==> src/rtl/param_sync_fifo.sv <==
// rtl/param_sync_fifo.sv - parameterised synchronous FIFO with FWFT or registered-read output
//
// Parameters:
//   DATA_WIDTH  word width in bits
//   DEPTH       storage depth in words (power of two, >= 4)
//   FWFT        1 = first-word-fall-through, 0 = registered read (1-cycle latency)
//   AF_LEVEL    o_almost_full when count >= AF_LEVEL
//   AE_LEVEL    o_almost_empty when count <= AE_LEVEL
// Ports:
//   clk, rst_n                clock and synchronous active-low reset
//   i_wr_en, i_wdata          write request and data
//   i_rd_en                   read request / pop (acknowledge in FWFT mode)
//   i_clr_err                 clears the sticky error flags
//   o_rdata, o_rvalid         read data and its valid
//   o_full, o_empty           count == DEPTH / count == 0
//   o_almost_full/empty       threshold flags
//   o_count                   stored words, 0..DEPTH
//   o_overflow, o_underflow   sticky error flags
module param_sync_fifo #(
    parameter int DATA_WIDTH = 32,
    parameter int DEPTH      = 16,
    parameter int FWFT       = 1,
    parameter int AF_LEVEL   = DEPTH - 2,
    parameter int AE_LEVEL   = 2
) (
    input  logic                        clk,
    input  logic                        rst_n,
    input  logic                        i_wr_en,
    input  logic [DATA_WIDTH-1:0]       i_wdata,
    input  logic                        i_rd_en,
    input  logic                        i_clr_err,
    output logic [DATA_WIDTH-1:0]       o_rdata,
    output logic                        o_rvalid,
    output logic                        o_full,
    output logic                        o_empty,
    output logic                        o_almost_full,
    output logic                        o_almost_empty,
    output logic [$clog2(DEPTH):0]      o_count,
    output logic                        o_overflow,
    output logic                        o_underflow
);

    localparam int AW = $clog2(DEPTH);
    localparam logic [AW:0] DEPTH_C = (AW+1)'(DEPTH);
    localparam logic [AW:0] AF_C    = (AW+1)'(AF_LEVEL);
    localparam logic [AW:0] AE_C    = (AW+1)'(AE_LEVEL);
    localparam logic [AW:0] ONE_C   = (AW+1)'(1);

    logic [DATA_WIDTH-1:0] mem [DEPTH];
    logic [AW:0]           wr_ptr;
    logic [AW:0]           rd_ptr;
    logic [AW:0]           count;
    logic                  wr_acc;
    logic                  rd_acc;

    assign o_count        = count;
    assign o_full         = (count == DEPTH_C);
    assign o_empty        = (count == '0);
    assign o_almost_full  = (count >= AF_C);
    assign o_almost_empty = (count <= AE_C);

    // A read frees a slot in the same cycle, so a full FIFO still takes a
    // write when it is also being popped.
    assign rd_acc = i_rd_en && !o_empty;
    assign wr_acc = i_wr_en && (!o_full || rd_acc);

    always_ff @(posedge clk) begin
        if (!rst_n) begin
            wr_ptr      <= '0;
            rd_ptr      <= '0;
            count       <= '0;
            o_overflow  <= 1'b0;
            o_underflow <= 1'b0;
        end else begin
            if (wr_acc) wr_ptr <= wr_ptr + ONE_C;
            if (rd_acc) rd_ptr <= rd_ptr + ONE_C;
            case ({wr_acc, rd_acc})
                2'b10:   count <= count + ONE_C;
                2'b01:   count <= count - ONE_C;
                default: count <= count;
            endcase
            // A new error event in the clearing cycle keeps the flag set.
            o_overflow  <= (o_overflow  && !i_clr_err) || (i_wr_en && o_full && !rd_acc);
            o_underflow <= (o_underflow && !i_clr_err) || (i_rd_en && o_empty);
        end
    end

    // Storage array carries no reset so it maps onto RAM.
    always_ff @(posedge clk) begin
        if (rst_n && wr_acc) mem[wr_ptr[AW-1:0]] <= i_wdata;
    end

    generate
        if (FWFT != 0) begin : g_fwft
            assign o_rdata  = mem[rd_ptr[AW-1:0]];
            assign o_rvalid = !o_empty;
        end else begin : g_reg
            logic [DATA_WIDTH-1:0] rdata_q;
            logic                  rvalid_q;
            always_ff @(posedge clk) begin
                if (!rst_n) begin
                    rdata_q  <= '0;
                    rvalid_q <= 1'b0;
                end else begin
                    rvalid_q <= rd_acc;
                    if (rd_acc) rdata_q <= mem[rd_ptr[AW-1:0]];
                end
            end
            assign o_rdata  = rdata_q;
            assign o_rvalid = rvalid_q;
        end
    endgenerate

endmodule

==> config.mk <==
export PLATFORM = sky130hd
export DESIGN_NAME = param_sync_fifo
export DESIGN_NICKNAME = d
export VERILOG_FILES = /design/src/rtl/param_sync_fifo.sv
export SDC_FILE = /design/constraint.sdc
export NUM_CORES = 1
export LEC_CHECK = 0
export ABC_AREA = 1
export CAP_MARGIN = 20
export CORE_ASPECT_RATIO = 0.9
export CORE_MARGIN = 10
export CORE_UTILIZATION = 39
export CTS_CLUSTER_DIAMETER = 100
export DETAILED_ROUTE_END_ITERATION = 6
export SETUP_SLACK_MARGIN = 0.02
export SYNTH_ARGS = -nofsm -noshare
export SYNTH_HDL_FRONTEND = slang
export SYNTH_SLANG_ARGS = --single-unit
==> constraint.sdc <==
create_clock -name clk -period 4.3 [get_ports clk]
set_input_delay 0.86 -clock clk [delete_from_list [all_inputs] [get_ports clk]]
set_output_delay 0.86 -clock clk [all_outputs]
set_load 0.01 [all_outputs]
==> results.json, run 1 <==
{
  "fin_skew_ns": 0.0255,
  "drt_drc_violations_left": 0,
  "min_period_ns": 3.94,
  "clock_path_buffers": 3,
  "clkTransAtPathRegs_ns": 0.06,
  "ys_ff_latch": 531,
  "overflow": 0,
  "globalplace.congestion": 0.765,
  "total_power_w": 0.0124,
  "area_growth_pct": 15.1,
  "cp_cell_sequence": "buf_12 > buf_4 > mux2i_1 > o211ai_1 > o211ai_1 > nand2_1 > clkdlybuf4s50_1",
  "drt_wl_total_um": 50400,
  "grt_pass1_wl_um": 76300,
  "syn-instance-count": 1495,
  "grt_max_degree": 129,
  "critPathLaunchType": "flop",
  "ys_seq_area_share_pct": 73.3,
  "yosys_warnings": 0,
  "hp-class": "flop to flop",
  "syn-num-nets": 1539,
  "vias_per_cell": 5.29,
  "ir_worst_vdd_mv": 0.293,
  "synth-adder-area-share_pct": 0.407,
  "place_ws_ns": 0.754,
  "slew_viol_final": 0,
  "crit_path_end": "o_rdata[20]",
  "cap_violations": 0,
  "final_common_cell": "edfxtp_1",
  "p_leak_nw": 8.24,
  "power.density_nw_per_um2": 502,
  "drt_iter0_drc": 1097,
  "yosys.area_share.simple_pct": 2.68,
  "fin_area_sq_um": 24800,
  "hpwl_um": 30200,
  "antenna_found_initial": 0,
  "rsz0062_at_grt": "false",
  "wl_per_cell_um": 21.7,
  "r2r_start": "o_count[0]$_SDFFE_PN0P_",
  "r2r_cells": 7,
  "path_depth": 7,
  "critical-path-top-cell-by-count": "o211ai_1",
  "htree_levels": 2,
  "slowest_delay_ns": 0.58,
  "setup_tns_ns": 0,
  "tightest_slew_ns": 0.878,
  "grt_pass1_vias": 11917,
  "std_cell_rows": 81,
  "clock_latency_ns": 0.60,
  "fmax_ghz": 0.254,
  "synth_compound_area_share_pct": 12.0,
  "synth_area_sq_um": 21500,
  "coreArea_sq_um": 54400,
  "drive_gt1_share_pct": 8.33,
  "cts_root_buffer": "clkbuf_16",
  "postCtsHoldBufs": 0,
  "cp.arrival_ns": 3.08,
  "maxSlewHeadroom_pct": 41.3,
  "r2r-end": "mem[13][17]$_DFFE_PP_",
  "finalSetupViolCount": 0,
  "synth_xor_area_share_pct": 0.0815,
  "die_w_um": 268,
  "cts_inserted_buffers": 53,
  "cts_resized": 0,
  "num_vias": 12302,
  "fillCellCount": 4702,
  "outcome": "completed",
  "hold_violations": 0,
  "cp_num_buf_inv": 3,
  "required_ns": 3.44,
  "die_h_um": 243,
  "path_delay_family": "buffers and inverters",
  "io_pins": 81,
  "synth_top_family_by_area": "compound AO/OA/AOI/OAI gates",
  "crit_path_top_delay_cell": "clkdlybuf4s50_1",
  "cts_tree": "yes",
  "post_cts_buffers": 0,
  "rrSetupSlack_ns": 1.69,
  "io_buffers": 80,
  "grt_use_total_pct": 15.3,
  "ant_nets": 0,
  "final.setup.worst_slack_ns": 0.358,
  "timing.final.crit_share_pct": 91.7,
  "dieArea_sq_um": 64900,
  "final_util_pct": 45.5,
  "final_nets": 1622,
  "dpl_cell_area_sq_um": 23100,
  "numClockSinks": 531,
  "avgSynthCellArea_sq_um": 14.4,
  "crit_path_end_kind": "output port",
  "start_util_pct": 39.5,
  "path_max_fanout": 55,
  "firstDrtPassIters": 5,
  "synthMuxAreaShare_pct": 5.96,
  "antennaDiodeCount": 0,
  "criticalPathCategory": "flop to output port",
  "ys_types": 30,
  "mostFrequentLayoutCells": "edfxtp_1, inv_1, a21oi_1, o21ai_0, o211ai_1"
}
## where the power goes
part           total (W)  switching (W)  internal [W]
combinational    0.00230        0.00141      0.000890
sequential       0.00580      0.0000607       0.00574
clock            0.00433        0.00185       0.00247
## worst min-delay path by stage
| stage | startpoint | endpoint | slack (ns) | cells past startpoint |
|---|---|---|---|---|
| final | rd_ptr[3]$_SDFFE_PN0N_ | flop | 0.46 | 2 |
| after global routing | rd_ptr[3]$_SDFFE_PN0N_ | flop | 0.49 | 2 |
| after CTS | rd_ptr[3]$_SDFFE_PN0N_ | flop | 0.46 | 2 |
| after detailed placement | rd_ptr[3]$_SDFFE_PN0N_ | flop | 0.45 | 2 |
| after global placement | rd_ptr[3]$_SDFFE_PN0N_ | flop | 0.45 | 2 |
| after floorplan | rd_ptr[3]$_SDFFE_PN0N_ | flop | 0.44 | 2 |
## layout make-up
class                   count  area, sq um  area share (%)
repair buffers            120         1250            5.03
multi-input cells         713         4650            18.8
clock buffers              76         1470            5.92
clock inverters            21          144           0.581
inverters                 159          599            2.42
flip-flops and latches    531        15800            63.7
well taps                 705          882            3.56
## Yosys cell counts
cell type / count / share of area, %
xor2_1: 1 / 0.041
ha_1: 7 / 0.41
or2_2: 1 / 0.029
buf_1: 3 / 0.052
clkbuf_1: 48 / 0.84
o21ai_1: 33 / 0.77
mux2i_1: 128 / 6.0
nand3_2: 2 / 0.093
buf_8: 10 / 0.70
o21ai_0: 140 / 3.3
xnor2_1: 1 / 0.041
a211oi_2: 1 / 0.058
buf_4: 8 / 0.28
nand3_1: 43 / 1.0
o211ai_1: 129 / 4.5
inv_2: 3 / 0.052
dfxtp_1: 19 / 1.8
o21bai_1: 1 / 0.035
nand4_1: 4 / 0.12
buf_6: 7 / 0.37
a21oi_1: 140 / 3.3
nand2_1: 55 / 0.96
inv_1: 156 / 2.7
buf_12: 4 / 0.37
nor2_1: 24 / 0.42
nor2_2: 1 / 0.029
edfxtp_1: 512 / 71
buf_2: 12 / 0.28
nand2_2: 1 / 0.029
a21oi_4: 1 / 0.076
## logic make-up after synthesis
kind of cell	Yosys count
adder cells (fa/ha/maj)	7
AO/OA/AOI/OAI	445
multiplexers	128
AND/OR/NAND/NOR	131
flip-flops	531
XOR/XNOR	2
buffers and inverters	251
## through the flow
stage | instances | hold WS (ns)
finish | 2325 | 0.460
global route | 2325 | 0.487
CTS | 2325 | 0.458
detailed placement | 2228 | 0.448
global placement | 2227 | 0.446
floorplan | 1495 | 0.436
## state kept, by name, indices dropped and copies added, names as in the netlist, named ones only
signal       flops
mem            512
o_count          5
rd_ptr           4
wr_ptr           4
o_overflow       1
o_underflow      1
## layer usage
metal	routed length [um]	part of all wire [%]	track usage (%)
met1	24100	48	23.1
met2	21700	43	22.2
met3	3840	7.6	3.31
met4	746	1.5	3.52
met5	0	0	0
## worst register-to-register path, cell delays in order, from the launching register on
cell     delay (ns)
dfxtp_1        0.47
nor2_1         0.12
nand3_1        0.10
inv_2          0.07
a21oi_4        0.28
nand2_1        0.33
nor2_4         0.59
buf_4          0.35
(Power assumes the default switching activity.)
==> run 2: changes to the inputs <==
--- a/config.mk
+++ b/config.mk
@@ -5,13 +5,13 @@
 export SDC_FILE = /design/constraint.sdc
 export NUM_CORES = 1
 export LEC_CHECK = 0
-export ABC_AREA = 1
 export CAP_MARGIN = 20
 export CORE_ASPECT_RATIO = 0.9
 export CORE_MARGIN = 10
 export CORE_UTILIZATION = 39
 export CTS_CLUSTER_DIAMETER = 100
 export DETAILED_ROUTE_END_ITERATION = 6
+export HOLD_SLACK_MARGIN = 0.06
 export SETUP_SLACK_MARGIN = 0.02
 export SYNTH_ARGS = -nofsm -noshare
 export SYNTH_HDL_FRONTEND = slang
==> run 2 against run 1 <==
Against the previous run: synthesized cell count decreased by 44%; critical path type unchanged; wire length decreased by 14%; final cell count decreased by 27%.
==> results.json, run 2 <==
{
  "p_leak_nw": 7.19,
  "std_cell_rows": 79,
  "grt_max_degree": 54,
  "crit_path_end_kind": "output port",
  "final.setup.worst_slack_ns": 0.404,
  "finalSetupViolCount": 0,
  "multi_input_area_sq_um": 4340,
  "die_w_um": 260,
  "clock_latency_ns": 0.60,
  "criticalPathCategory": "flop to output port",
  "final_common_cell": "edfxtp_1",
  "synth_ff_type": "edfxtp_1",
  "cts_tree": "yes",
  "yosysTopAreaCell": "edfxtp_1",
  "fmax_ghz": 0.257,
  "required_ns": 3.44,
  "io_buffers": 80,
  "ant_nets": 0,
  "drt_iter0_drc": 684,
  "fillCellCount": 4221,
  "ir_worst_vdd_mv": 0.370,
  "syn-num-nets": 883,
  "slew_viol_final": 0,
  "die_h_um": 236,
  "wl_met2_um": 20800,
  "power.density_nw_per_um2": 539,
  "synthTopCellsByCount": "edfxtp_1, mux4_2, nor2_1",
  "numClockSinks": 531,
  "cts_resized": 0,
  "vias_per_cell": 5.33,
  "wl_per_cell_um": 25.6,
  "cts_root_buffer": "clkbuf_16",
  "routedLengthMet1_um": 19100,
  "maxSlewHeadroom_pct": 60.4,
  "grt_pass1_vias": 9561,
  "yosys-top-cells-area": "edfxtp_1, mux4_2, dfxtp_1",
  "yosys.area.top_type_share_pct": 76.2,
  "route.met3.wl_um": 2570,
  "timing.final.crit_share_pct": 90.6,
  "synthArstFlopShare_pct": 0,
  "path_max_fanout": 53,
  "ys_types": 34,
  "drt_drc_violations_left": 0,
  "setup_tns_ns": 0,
  "ys_ff_latch": 531,
  "dieArea_sq_um": 61300,
  "start_util_pct": 39.2,
  "hpwl_um": 23000,
  "tightest_slew_ns": 0.594,
  "cts_inserted_buffers": 53,
  "postCtsHoldBufs": 0,
  "synth-edff-count": 512,
  "area_growth_pct": 18.2,
  "top_layer": "met5",
  "hold_violations": 0,
  "antenna_found_initial": 2,
  "ys_seq_area_share_pct": 78.0,
  "synth_area_sq_um": 20200,
  "grt_pass1_wl_um": 64800,
  "largest_reg_flops": 512,
  "min_period_ns": 3.90,
  "syn-instance-count": 839,
  "rsz0062_at_grt": "false",
  "avgSynthCellArea_sq_um": 24.1,
  "drive_gt1_share_pct": 28.8,
  "hp-class": "flop to flop",
  "io_pins": 81,
  "critPathLaunchType": "flop",
  "fin_skew_ns": 0.0158,
  "coreArea_sq_um": 51500,
  "mostFrequentLayoutCells": "edfxtp_1, mux4_2, clkdlybuf4s50_1",
  "final_nets": 1013,
  "cap_violations": 0,
  "place_ws_ns": 0.889,
  "drt_wl_total_um": 43400,
  "yosys_warnings": 0,
  "firstDrtPassIters": 4,
  "synth_most_common_cell": "edfxtp_1",
  "hold_slack_ns": 0.510,
  "cp.arrival_ns": 3.04,
  "globalplace.congestion": 0.697,
  "htree_levels": 2,
  "clock_path_buffers": 3,
  "clkTransAtPathRegs_ns": 0.07,
  "grt_use_total_pct": 14.3,
  "num_vias": 9053,
  "outcome": "completed",
  "seqCellArea_sq_um": 15800,
  "post_cts_buffers": 0,
  "overflow": 0
}
-- run 2: cell types whose count changed after synthesis, moves of 5 or more --
cell,before,now
mux4_2,0,160
inv_1,156,7
o21ai_0,140,2
a21oi_1,140,9
o211ai_1,129,0
mux2i_1,128,3
nand2_1,55,12
nand3_1,43,2
o21ai_1,33,1
clkbuf_1,48,22
buf_8,10,0
nor2_1,24,34
buf_4,8,1
buf_6,7,2
-- run 2: cells by family after synthesis --
| group | after synthesis | synth area share (%) |
|---|---|---|
| adders and majority gates | 7 | 0.434 |
| muxes | 163 | 18.0 |
| buffers and inverters | 48 | 1.08 |
| xor gates and xnor gates | 9 | 0.390 |
| AOI/OAI and AO/OA | 19 | 0.669 |
| and+or+nand+nor | 62 | 1.39 |
| DFF | 531 | 78.0 |
-- run 2: where the power goes --
part	leakage [nW]	total [W]	switching, W	internal, W
combinational	1.63	0.00261	0.00115	0.00147
clock	0.791	0.00441	0.00191	0.00250
sequential	4.77	0.00585	0.0000809	0.00577
-- run 2: critical path: stages (launching register included) --
cell and delay (ns):
dfxtp_4 0.39, buf_12 0.33, mux4_2 0.58, mux4_2 0.51
clkdlybuf4s50_1 0.51
-- run 2: worst paths after layout --
path | startpoint | endpoint | slack (ns) | cells past startpoint
max | flop | o_rdata[5] | 0.40 | 4
min | rd_ptr[1]$_SDFFE_PN0N_ | flop | 0.51 | 2
max reg2reg | o_count[1]$_SDFFE_PN0P_ | mem[11][19]$_DFFE_PP_ | 1.76 | 5
min reg2reg | rd_ptr[1]$_SDFFE_PN0N_ | flop | 0.51 | 2
-- run 2: per-layer routing --
layer  global-route usage, %  vias up
met1                    20.0     4921
met5                       0        -
met4                    4.34        2
li1                        -     3838
met3                    3.00       57
met2                    22.1      235
-- run 2: through the flow --
| step | total power (W) | util [%] | cells | instance area (sq um) |
|---|---|---|---|---|
| 2_1_floorplan | 0.00773 | - | 839 | 20200 |
| 3_3_place_gp | 0.00864 | 43.1 | 1602 | 22200 |
| 3_5_place_dp | 0.00865 | 43.1 | 1602 | 22200 |
| 4_1_cts | 0.0131 | 46.3 | 1695 | 23900 |
| 5_1_grt | 0.0134 | 46.3 | 1695 | 23900 |
| 6_report | 0.0129 | 46.3 | 1697 | 23900 |
-- run 2: cell type report --
class                      instances  share of cell area (%)
clock buffer                      63                    5.72
clock inverter                    30                    1.14
sequential                       531                    66.1
timing repair buffer             116                    5.17
inverter                           7                   0.110
antenna                            2                  0.0210
tap                              688                    3.61
multi-input combinational        260                    18.2
